## config.mk

```make
export PLATFORM = sky130hd
export DESIGN_NAME = whack_input_decoder
export DESIGN_NICKNAME = d
export VERILOG_FILES = /design/src/rtl/whack_input_decoder_pkg.sv /design/src/rtl/whack_input_decoder_fifo.sv /design/src/rtl/whack_input_decoder.sv
export SDC_FILE = /design/constraint.sdc
export NUM_CORES = 1
export LEC_CHECK = 0
export BUFFER_PORTS_ARGS = -buffer_cell sky130_fd_sc_hd__buf_2
export CAP_MARGIN = 10
export CORE_AREA = 2 2 117 119
export DETAILED_ROUTE_END_ITERATION = 16
export DIE_AREA = 0 0 119 121
export SLEW_MARGIN = 20
export SYNTH_ARGS = -nofsm -noshare
export SYNTH_HDL_FRONTEND = slang
export SYNTH_HIERARCHICAL = 1
export SYNTH_SLANG_ARGS = --single-unit
```

## constraint.sdc

```tcl
create_clock -name clock_i -period 4.85 [get_ports clock_i]
set_input_delay 0.2425 -clock clock_i [delete_from_list [all_inputs] [get_ports clock_i]]
set_output_delay 0.2425 -clock clock_i [all_outputs]
set_load 0.02 [all_outputs]
```

## src/rtl/whack_input_decoder_pkg.sv

```systemverilog
// Shared types for the whack-a-mole input path: switch count, index width, event payload.
package whack_input_pkg;

  localparam int WHACK_NUM_INPUTS = 16;
  localparam int WHACK_INDEX_W    = 4;

  typedef struct packed {
    logic [WHACK_INDEX_W-1:0] index;
    logic                     dir;
  } whack_event_t;

  // Lowest set bit wins so simultaneous changes drain in ascending index order.
  function automatic logic [WHACK_INDEX_W-1:0] lowestSetIndex(input logic [WHACK_NUM_INPUTS-1:0] vec);
    logic [WHACK_INDEX_W-1:0] idx;
    idx = '0;
    for (int n = WHACK_NUM_INPUTS - 1; n >= 0; n--) begin
      if (vec[n]) idx = WHACK_INDEX_W'(n);
    end
    return idx;
  endfunction

endpackage

```

## src/rtl/whack_input_decoder_fifo.sv

```systemverilog
// whack_event_fifo: show-ahead event FIFO; push and pop may coincide at any occupancy.
module whack_event_fifo
  import whack_input_pkg::*;
#(
  parameter int DEPTH = 4
) (
  input  logic         i_clock,
  input  logic         i_reset,
  input  logic         i_pushValid,
  input  whack_event_t i_pushData,
  output logic         o_full,
  output logic         o_valid,
  input  logic         i_ready,
  output whack_event_t o_data
);

  localparam int AW = $clog2(DEPTH);

  logic [AW:0]  r_wrPtr;
  logic [AW:0]  r_rdPtr;
  whack_event_t r_mem [DEPTH];
  logic         w_empty;
  logic         w_pop;
  logic         w_push;

  // Pointers carry one extra wrap bit to tell full from empty.
  assign w_empty = (r_wrPtr == r_rdPtr);
  assign o_full  = (r_wrPtr[AW] != r_rdPtr[AW]) && (r_wrPtr[AW-1:0] == r_rdPtr[AW-1:0]);
  assign o_valid = !w_empty;
  assign w_pop   = !w_empty && i_ready;
  assign w_push  = i_pushValid && (!o_full || w_pop);
  assign o_data  = w_empty ? '0 : r_mem[r_rdPtr[AW-1:0]];

  always_ff @(posedge i_clock or posedge i_reset) begin
    if (i_reset) begin
      r_wrPtr <= '0;
      r_rdPtr <= '0;
    end else begin
      if (w_push) r_wrPtr <= r_wrPtr + {{AW{1'b0}}, 1'b1};
      if (w_pop)  r_rdPtr <= r_rdPtr + {{AW{1'b0}}, 1'b1};
    end
  end

  always_ff @(posedge i_clock) begin
    if (w_push) r_mem[r_wrPtr[AW-1:0]] <= i_pushData;
  end

endmodule

```

## src/rtl/whack_input_decoder.sv

```systemverilog
// whack_input_decoder: synchronizes, debounces and serializes 16 mole switches into change events.
// Define WHACK_DEBOUNCE_EN for tick-based debounce; otherwise the stable vector follows the synchronizer.
module whack_input_decoder
  import whack_input_pkg::*;
#(
  parameter int DEBOUNCE_CYCLES = 1000000,
  parameter int FIFO_DEPTH      = 4
) (
  input  logic                        clock_i,
  input  logic                        reset_i,
  input  logic [WHACK_NUM_INPUTS-1:0] switches_i,
  input  logic                        event_ready_i,
  output logic                        event_valid_o,
  output logic [WHACK_INDEX_W-1:0]    event_index_o,
  output logic                        event_dir_o,
  output logic [WHACK_NUM_INPUTS-1:0] switches_stable_o,
  output logic                        overflow_o
);

  if (DEBOUNCE_CYCLES < 2 || FIFO_DEPTH < 2 || (FIFO_DEPTH & (FIFO_DEPTH - 1)) != 0) begin : g_paramCheck
    $error("whack_input_decoder: DEBOUNCE_CYCLES must be >= 2 and FIFO_DEPTH a power of two >= 2");
  end

  logic [WHACK_NUM_INPUTS-1:0] r_sync1;
  logic [WHACK_NUM_INPUTS-1:0] r_sync2;
  logic [WHACK_NUM_INPUTS-1:0] w_stable;
  logic [WHACK_NUM_INPUTS-1:0] r_stableD;
  logic [WHACK_NUM_INPUTS-1:0] r_pending;
  logic [WHACK_NUM_INPUTS-1:0] w_changed;
  logic [WHACK_NUM_INPUTS-1:0] w_clear;
  logic [WHACK_INDEX_W-1:0]    w_pendIdx;
  logic                        w_push;
  logic                        w_pop;
  logic                        w_full;
  logic                        r_overflow;
  whack_event_t                w_pushData;
  whack_event_t                w_head;

  always_ff @(posedge clock_i or posedge reset_i) begin
    if (reset_i) begin
      r_sync1 <= '0;
      r_sync2 <= '0;
    end else begin
      r_sync1 <= switches_i;
      r_sync2 <= r_sync1;
    end
  end

`ifdef WHACK_DEBOUNCE_EN
  localparam int CNT_W = $clog2(DEBOUNCE_CYCLES);
  localparam logic [CNT_W-1:0] CNT_MAX = CNT_W'(DEBOUNCE_CYCLES - 1);

  logic [CNT_W-1:0]            r_tickCount;
  logic                        w_tick;
  logic [WHACK_NUM_INPUTS-1:0] r_samplePrev;
  logic [WHACK_NUM_INPUTS-1:0] r_stable;
  logic [WHACK_NUM_INPUTS-1:0] w_agree;

  assign w_tick   = (r_tickCount == CNT_MAX);
  assign w_agree  = ~(r_sync2 ^ r_samplePrev);
  assign w_stable = r_stable;

  // A bit only moves once two consecutive ticks have seen the same level.
  always_ff @(posedge clock_i or posedge reset_i) begin
    if (reset_i) begin
      r_tickCount  <= '0;
      r_samplePrev <= '0;
      r_stable     <= '0;
    end else begin
      r_tickCount <= w_tick ? '0 : r_tickCount + CNT_W'(1);
      if (w_tick) begin
        r_samplePrev <= r_sync2;
        r_stable     <= (r_sync2 & w_agree) | (r_stable & ~w_agree);
      end
    end
  end
`else
  assign w_stable = r_sync2;
`endif

  assign w_changed  = w_stable ^ r_stableD;
  assign w_pendIdx  = lowestSetIndex(r_pending);
  assign w_pop      = event_valid_o && event_ready_i;
  assign w_push     = (|r_pending) && (!w_full || w_pop);
  assign w_clear    = w_push ? (WHACK_NUM_INPUTS'(1) << w_pendIdx) : '0;
  assign w_pushData = {w_pendIdx, w_stable[w_pendIdx]};

  // A change landing on a still-pending bit merges into one event; direction is taken at push time.
  always_ff @(posedge clock_i or posedge reset_i) begin
    if (reset_i) begin
      r_stableD  <= '0;
      r_pending  <= '0;
      r_overflow <= 1'b0;
    end else begin
      r_stableD <= w_stable;
      r_pending <= (r_pending & ~w_clear) | w_changed;
      if (|(w_changed & r_pending & ~w_clear)) r_overflow <= 1'b1;
    end
  end

  whack_event_fifo #(
    .DEPTH(FIFO_DEPTH)
  ) u_fifo (
    .i_clock    (clock_i),
    .i_reset    (reset_i),
    .i_pushValid(w_push),
    .i_pushData (w_pushData),
    .o_full     (w_full),
    .o_valid    (event_valid_o),
    .i_ready    (event_ready_i),
    .o_data     (w_head)
  );

  assign event_index_o     = w_head.index;
  assign event_dir_o       = w_head.dir;
  assign switches_stable_o = w_stable;
  assign overflow_o        = r_overflow;

endmodule

```

# Word level (Yosys, flattened, before mapping)

Memory sizes are Yosys's and may differ from the RTL's.
Cells that the tools add are included.

Memory bits (writable): 20
Input port bits: 19
ROM bits: 0
Register bits after elaboration: 71
Memories: 1
Output and inout port bits: 23
Logic and storage cells: 52
Latch bits: 0

Memory list:

| memory       | depth | bits a word | rd ports | clocked after memory_dff | write ports | RTL line                       | text |
|---|---|---|---|---|---|---|---|
| u_fifo.r_mem | 4     | 5           | 1        | 0                        | 1           | whack_input_decoder_fifo.sv:21 | `whack_event_t r_mem [DEPTH];` |

Equality and inequality tests: 3
Divide/modulo/power cells: 0
$add $sub $neg: 2
$mul: 0
Order comparisons: 1
Bitwise operators: 6
Reductions and logical operators: 9
Shift-type cells: 1
Mux-type cells: 22

Operator list:

| cell                                                                 | number |
|---|---|
| 4-bit two-way mux                                                    | 16 |
| 16-bit AND                                                           | 3 |
| 16-bit OR reduction                                                  | 2 |
| 16-bit two-way mux                                                   | 1 |
| 16-bit NOT                                                           | 1 |
| 16-bit bitwise OR                                                    | 1 |
| 1-bit by 4-bit << shifter with 16-bit output, first input constant   | 1 |
| 16-bit bitwise XOR                                                   | 1 |
| 3-bit by 1-bit adder with 3-bit output, second input constant        | 2 |
| 4-bit by 5-bit < comparator with 1-bit output, second input constant | 1 |
| 5-bit two-way mux                                                    | 1 |
| 1-bit binary-select mux with 4-bit select                            | 1 |
| 1-bit logical AND                                                    | 4 |
| 3-bit == test                                                        | 1 |
| 1-bit two-way mux                                                    | 3 |
| 2-bit == test                                                        | 1 |
| 1-bit zero test                                                      | 2 |
| 1-bit logical OR                                                     | 1 |
| 1-bit != test                                                        | 1 |

# Depth between registers and ports, before layout

Depth after elaboration: 21
Depth in mapped cells: 11

# By module

The synthesis kept the hierarchy.

By module, submodules not included:

| module              | area an instance (µm²) | seq. area each (µm²) | instances | cells an instance |
|---|---|---|---|---|
| whack_input_decoder | 2658.8                 | 1626.6               | 1         | 222 |
| whack_event_fifo    | 1217.4                 | 750.7                | 1         | 69 |

# Least setup slack after synthesis

No wires, ideal clock.

Kind: reg-to-reg
Start: reg u_fifo.r_rdPtr[1]
End: reg r_overflow, in the netlist overflow_o
Stages on the path, launching flop included: 11
Path slack: 1.727 ns
Buffers on the path: 1
Clock period less this slack: 3.123 ns
Arrival time: 2.991 ns
Setup time: 0.131 ns
Cell sequence: dfrtp_1 > buf_6 > xor2_2 > nor3_1 > inv_1 > a21boi_1 > or3_4 > o31ai_2 > o22ai_1 > or4_1 > or3_1

Longest elaborated chain between the ends: 9
Elaborated cells on any way between the ends: 12

RTL lines:

| item                   | RTL line                       | text |
|---|---|---|
| start, declared        | whack_input_decoder_fifo.sv:20 | `logic [AW:0] r_rdPtr;` |
| start signal, assigned | whack_input_decoder_fifo.sv:40 | `if (w_pop) r_rdPtr <= r_rdPtr + {{AW{1'b0}}, 1'b1};` |
| 3-bit == test          | whack_input_decoder_fifo.sv:27 | `assign w_empty = (r_wrPtr == r_rdPtr);` |
| 1-bit zero test        | whack_input_decoder_fifo.sv:29 | `assign o_valid = !w_empty;` |
| via event_valid_o      | whack_input_decoder.sv:13      | `output logic event_valid_o,` |
| 1-bit logical AND      | whack_input_decoder.sv:83      | `assign w_pop = event_valid_o && event_ready_i;` |
| 1-bit logical OR       | whack_input_decoder.sv:84      | `assign w_push = (\|r_pending) && (!w_full \|\| w_pop);` |
| 1-bit logical AND      | whack_input_decoder.sv:84      |  |
| 16-bit two-way mux     | whack_input_decoder.sv:85      | `assign w_clear = w_push ? (WHACK_NUM_INPUTS'(1) << w_pendIdx) : '0;` |
| 16-bit NOT             | whack_input_decoder.sv:97      | `if (\|(w_changed & r_pending & ~w_clear)) r_overflow <= 1'b1;` |
| 16-bit AND             | whack_input_decoder.sv:97      |  |
| 16-bit OR reduction    | whack_input_decoder.sv:97      |  |
| end signal, assigned   | whack_input_decoder.sv:93      | `r_overflow <= 1'b0;` |
| end signal, assigned   | whack_input_decoder.sv:97      |  |
| end, declared          | whack_input_decoder.sv:35      | `logic r_overflow;` |

The timed path passes the listed nets, and every way through them passes these cells.
A chain may end at the register's enable or synchronous reset.

# Final worst setup path

Start: reg u_fifo.r_rdPtr[0]
End: reg r_overflow, in the netlist overflow_o

Longest elaborated chain between the ends: 9
Elaborated cells on any way between the ends: 12

RTL lines:

| item                                                        | RTL line |
|---|---|
| 3-bit == test / 2-bit == test (equally long branches)       | whack_input_decoder_fifo.sv:27, whack_input_decoder_fifo.sv:28 |
| 1-bit zero test / 1-bit logical AND (equally long branches) | whack_input_decoder_fifo.sv:29, whack_input_decoder_fifo.sv:28 |
| 1-bit logical AND / 1-bit zero test (equally long branches) | whack_input_decoder.sv:83, whack_input_decoder.sv:84 |
| 1-bit logical OR *                                          | whack_input_decoder.sv:84 |
| 1-bit logical AND *                                         | whack_input_decoder.sv:84 |
| 16-bit two-way mux *                                        | whack_input_decoder.sv:85 |
| 16-bit NOT *                                                | whack_input_decoder.sv:97 |
| 16-bit AND *                                                | whack_input_decoder.sv:97 |
| 16-bit OR reduction *                                       | whack_input_decoder.sv:97 |

Mark *: on every way between the ends. The rest lies on a longest branch, timed or not.

==> run_results.csv <==
group,metric,value,unit
final_layout,seqCellArea,0.002377,mm²
yosys,synth-seq-cells,91,
power,vdd_drop_max,0.2021,mV
place,dp_hpwl,5.775,mm
place,place_ws,1541,ps
cts,cts_root_buffer,"clkbuf_16",
sta,final_hold_viol_count,0,
yosys,synth_cells,291,
route,ant_nets,0,
status,status,"complete, no violations",
cts,cts_buffers,9,
global_routing,grt_overflow,0,
sta,fin_worst_skew,6.695,ps
cts,worstSkewPairLatency,340,ps
place,io_buffer_count,41,
sta,fmax,0.2994,GHz
sta,setup_viol,0,
yosys,ys_seq_area_share,61.33,%
route,vias_per_cell,4.606,
min_path,holdPathStages,1,
floorplan,die_h,121,µm
global_routing,grt_max_degree,66,
final_layout,final_area,0.004693,mm²
yosys,async_flop_share,78.02,%
floorplan,rows,42,
floorplan,core_area,0.01309,mm²
cts,clockBufferDepth,2,
power,pwr-share-comb,28.4,%
floorplan,io-pin-count,42,
floorplan,fp.dieArea,0.01440,mm²
sta,rsz0062_at_grt,"false",
worst_setup_path,crit_type,"register to register",
route,drc_errors,0,
worst_setup_path,slowest_stage,"dfrtp_1",
worst_setup_path,start_kind,"register",
yosys,syn_area,0.003876,mm²
global_routing,track_usage,11.92,%
power,clkPwrFrac,27.8,%
final_layout,finalNetCount,376,
yosys,yosysWarnings,6,
place,place.gp.congestion,0.9529,
yosys,avgSynthCellArea,13.32,µm²
yosys,yosys_most_used_dff,"dfrtp_1",
sta,relSlewSlack,33.03,%
route,drtIter0Drc,169,
power,power.switching,0.0007770,W
power,p_per_area,510.8,mW/mm²
power,swShare,32.41,%
floorplan,die_width,119,µm
worst_setup_path,path_max_fanout,10,
final_layout,area_growth,21.08,%
worst_setup_path,r2r_cells,9,
route,num_vias,2455,
power,p_int,0.001620,W
worst_setup_path,crit_path_cell_trace,"xor2_4, nor3_1, inv_1, a21boi_1, or3_4, o31ai_2, o22ai_1, or4_1, or3_1",
floorplan,start_util,29.62,%
final_layout,drive_above_1_share,22.69,%
final_layout,diodes,0,
route,routed_wl,7.842,mm
worst_setup_path,cp.required,5060,ps
yosys,syn-num-nets,315,
cts,htreeDepth,3,
cts,cts_setup_buffers,0,
min_path,hold_path.class,"input port to register",
yosys,synth_cell_types,59,
power,p_leak,1.896,nW
cts,path_clk_slew,60,ps
sta,finalWorstSetupSlack,1510,ps
sta,worst_pin_slew,1002,ps
power,p_seq_share,43.8,%
yosys,synth_edf_count,20,
worst_setup_path,cp.arrival,3550,ps
sta,slew_viol_final,0,
route,drt_pass1_iterations,5,
final_layout,multiInputGateArea,0.001394,mm²
global_routing,grt_pass1_vias,2544,
global_routing,antenna_found_initial,0,
sta,fin_crit_sh,68.86,%
global_routing,grt_pass1_wl,13.20,mm
flow_run,cap_viol_max_count,0,
worst_setup_path,critPathMaxStageDelay,670,ps
final_layout,fill_cells,1264,
cts,cts.sinks,91,
place,dpl_cell_area,0.004257,mm²
cts,cts_tree,"built",
route,wl_per_cell,14.71,µm
sta,finalSetupTns,0,ps
sta,period_needed,3340,ps
worst_setup_path,end_kind,"register",
==> cell usage after synthesis (4+ instances only) <==
library cell   n  area, µm²
a21oi_1        5      25.02
and3_1         4      25.02
dfrtp_1       71       1777
edfxtp_1      20      600.6
ha_1           5      62.56
inv_1         11      41.29
mux4_2         5      112.6
nand2_1       24      90.09
nand2b_1       4      25.02
nand3_1        7      35.03
nor2_1        17      63.81
nor2b_1        7      43.79
nor3_1         4      20.02
o21ai_0       12      60.06
o31ai_1        5      37.54
xnor2_1       17      148.9
xor2_1         5      43.79
==> registers in the layout (all words and copies together), names as in the netlist <==
name               cells
u_fifo/r_mem          20
r_pending             16
r_stableD             16
r_sync1               16
switches_stable_o     16
u_fifo/r_rdPtr         3
u_fifo/r_wrPtr         3
overflow_o             1
==> area by class of cell <==
| type | instances | area share [%] |
|---|---|---|
| clock buffer | 12 | 5.039 |
| clock inverter | 4 | 1.066 |
| inverter | 12 | 0.9597 |
| multi-input combinational | 180 | 29.70 |
| sequential | 91 | 50.65 |
| tap | 176 | 4.692 |
| timing repair buffer | 58 | 7.891 |
==> logic make-up after synthesis <==
family	Yosys count	synth area share [%]
AO/OA/AOI/OAI	54	10.91
XOR/XNOR	24	6.101
adder cells (fa/ha/maj)	5	1.614
buffers and inverters	20	2.711
flip-flops	91	61.33
multiplexers	11	4.584
AND/OR/NAND/NOR	86	12.75
==> power groups by stage <==
stage | registers [W] | logic (W) | clock network [W]
final | 0.00105 | 0.000681 | 0.000665
after global routing | 0.00107 | 0.000747 | 0.000725
after CTS | 0.00105 | 0.000692 | 0.000695
after detailed placement | 0.00107 | 0.000681 | 0
after global placement | 0.00106 | 0.000669 | 0
after floorplan | 0.00101 | 0.000564 | 0
==> metrics by stage <==
stage | hold WS (ps) | util (%) | total power (W) | instances
3_3_place_gp | 205.8 | 32.53 | 0.001732 | 502
2_1_floorplan | 33.46 | - | 0.001576 | 291
5_1_grt | 2.079 | 35.87 | 0.002542 | 533
6_report | 15.12 | 35.87 | 0.002397 | 533
4_1_cts | 0.08601 | 35.79 | 0.002440 | 532
3_5_place_dp | 214.3 | 32.53 | 0.001749 | 502
==> placed cells by master (no fill, tap or decap), types with 4 or more instances in the layout <==
cell            n
a21oi_1         5
and3_1          4
buf_2          41
clkbuf_16       9
dfrtp_1        71
dlygate4sd3_1  15
edfxtp_1       20
ha_1            5
inv_1          10
mux4_2          5
nand2_1        24
nand2b_1        4
nand3_1         7
nor2_1         17
nor2b_1         7
nor3_1          4
o21ai_0        12
o31ai_1         5
xnor2_1        17
xor2_1          5
==> worst max-delay path, delay by kind of cell (launching register included) <==
family | cells | cell delay [ps]
flops | 1 | 670
xor+xnor | 1 | 280
buf+inv | 1 | 100
simple gates | 4 | 1550
compound gates | 3 | 610
==> path summary, 6_finish.rpt <==
path	start	to	slack, ps
min	switches_i[3]	r_sync1[3]	20
max in group asynchronous	reset_i	r_pending[5]	3620
min in group asynchronous	reset_i	u_fifo/r_wrPtr[0]	390
min reg2reg	r_sync1[0]	switches_stable_o[0]	350
max	u_fifo/r_rdPtr[0]	overflow_o	1510
max reg2reg	u_fifo/r_rdPtr[0]	overflow_o	1510
==> layer usage <==
layer / share of wire [%] / track usage, % / wire (µm) / up-vias
met4: 2.6 / 5.283 / 204 / 0
met3: 5.1 / 3.383 / 397 / 19
met2: 48 / 18.97 / 3730 / 65
met5: 0 / 0 / 0 / -
li1: - / - / - / 1177
met1: 45 / 15.17 / 3509 / 1194
==> timing repair <==
item | 4_1_cts | 5_1_grt
hold buffers | 14 | 1
hold endpoints to repair | 19 | 1
resized for setup | 0 | 0
Power figures use the tool's default switching activity.
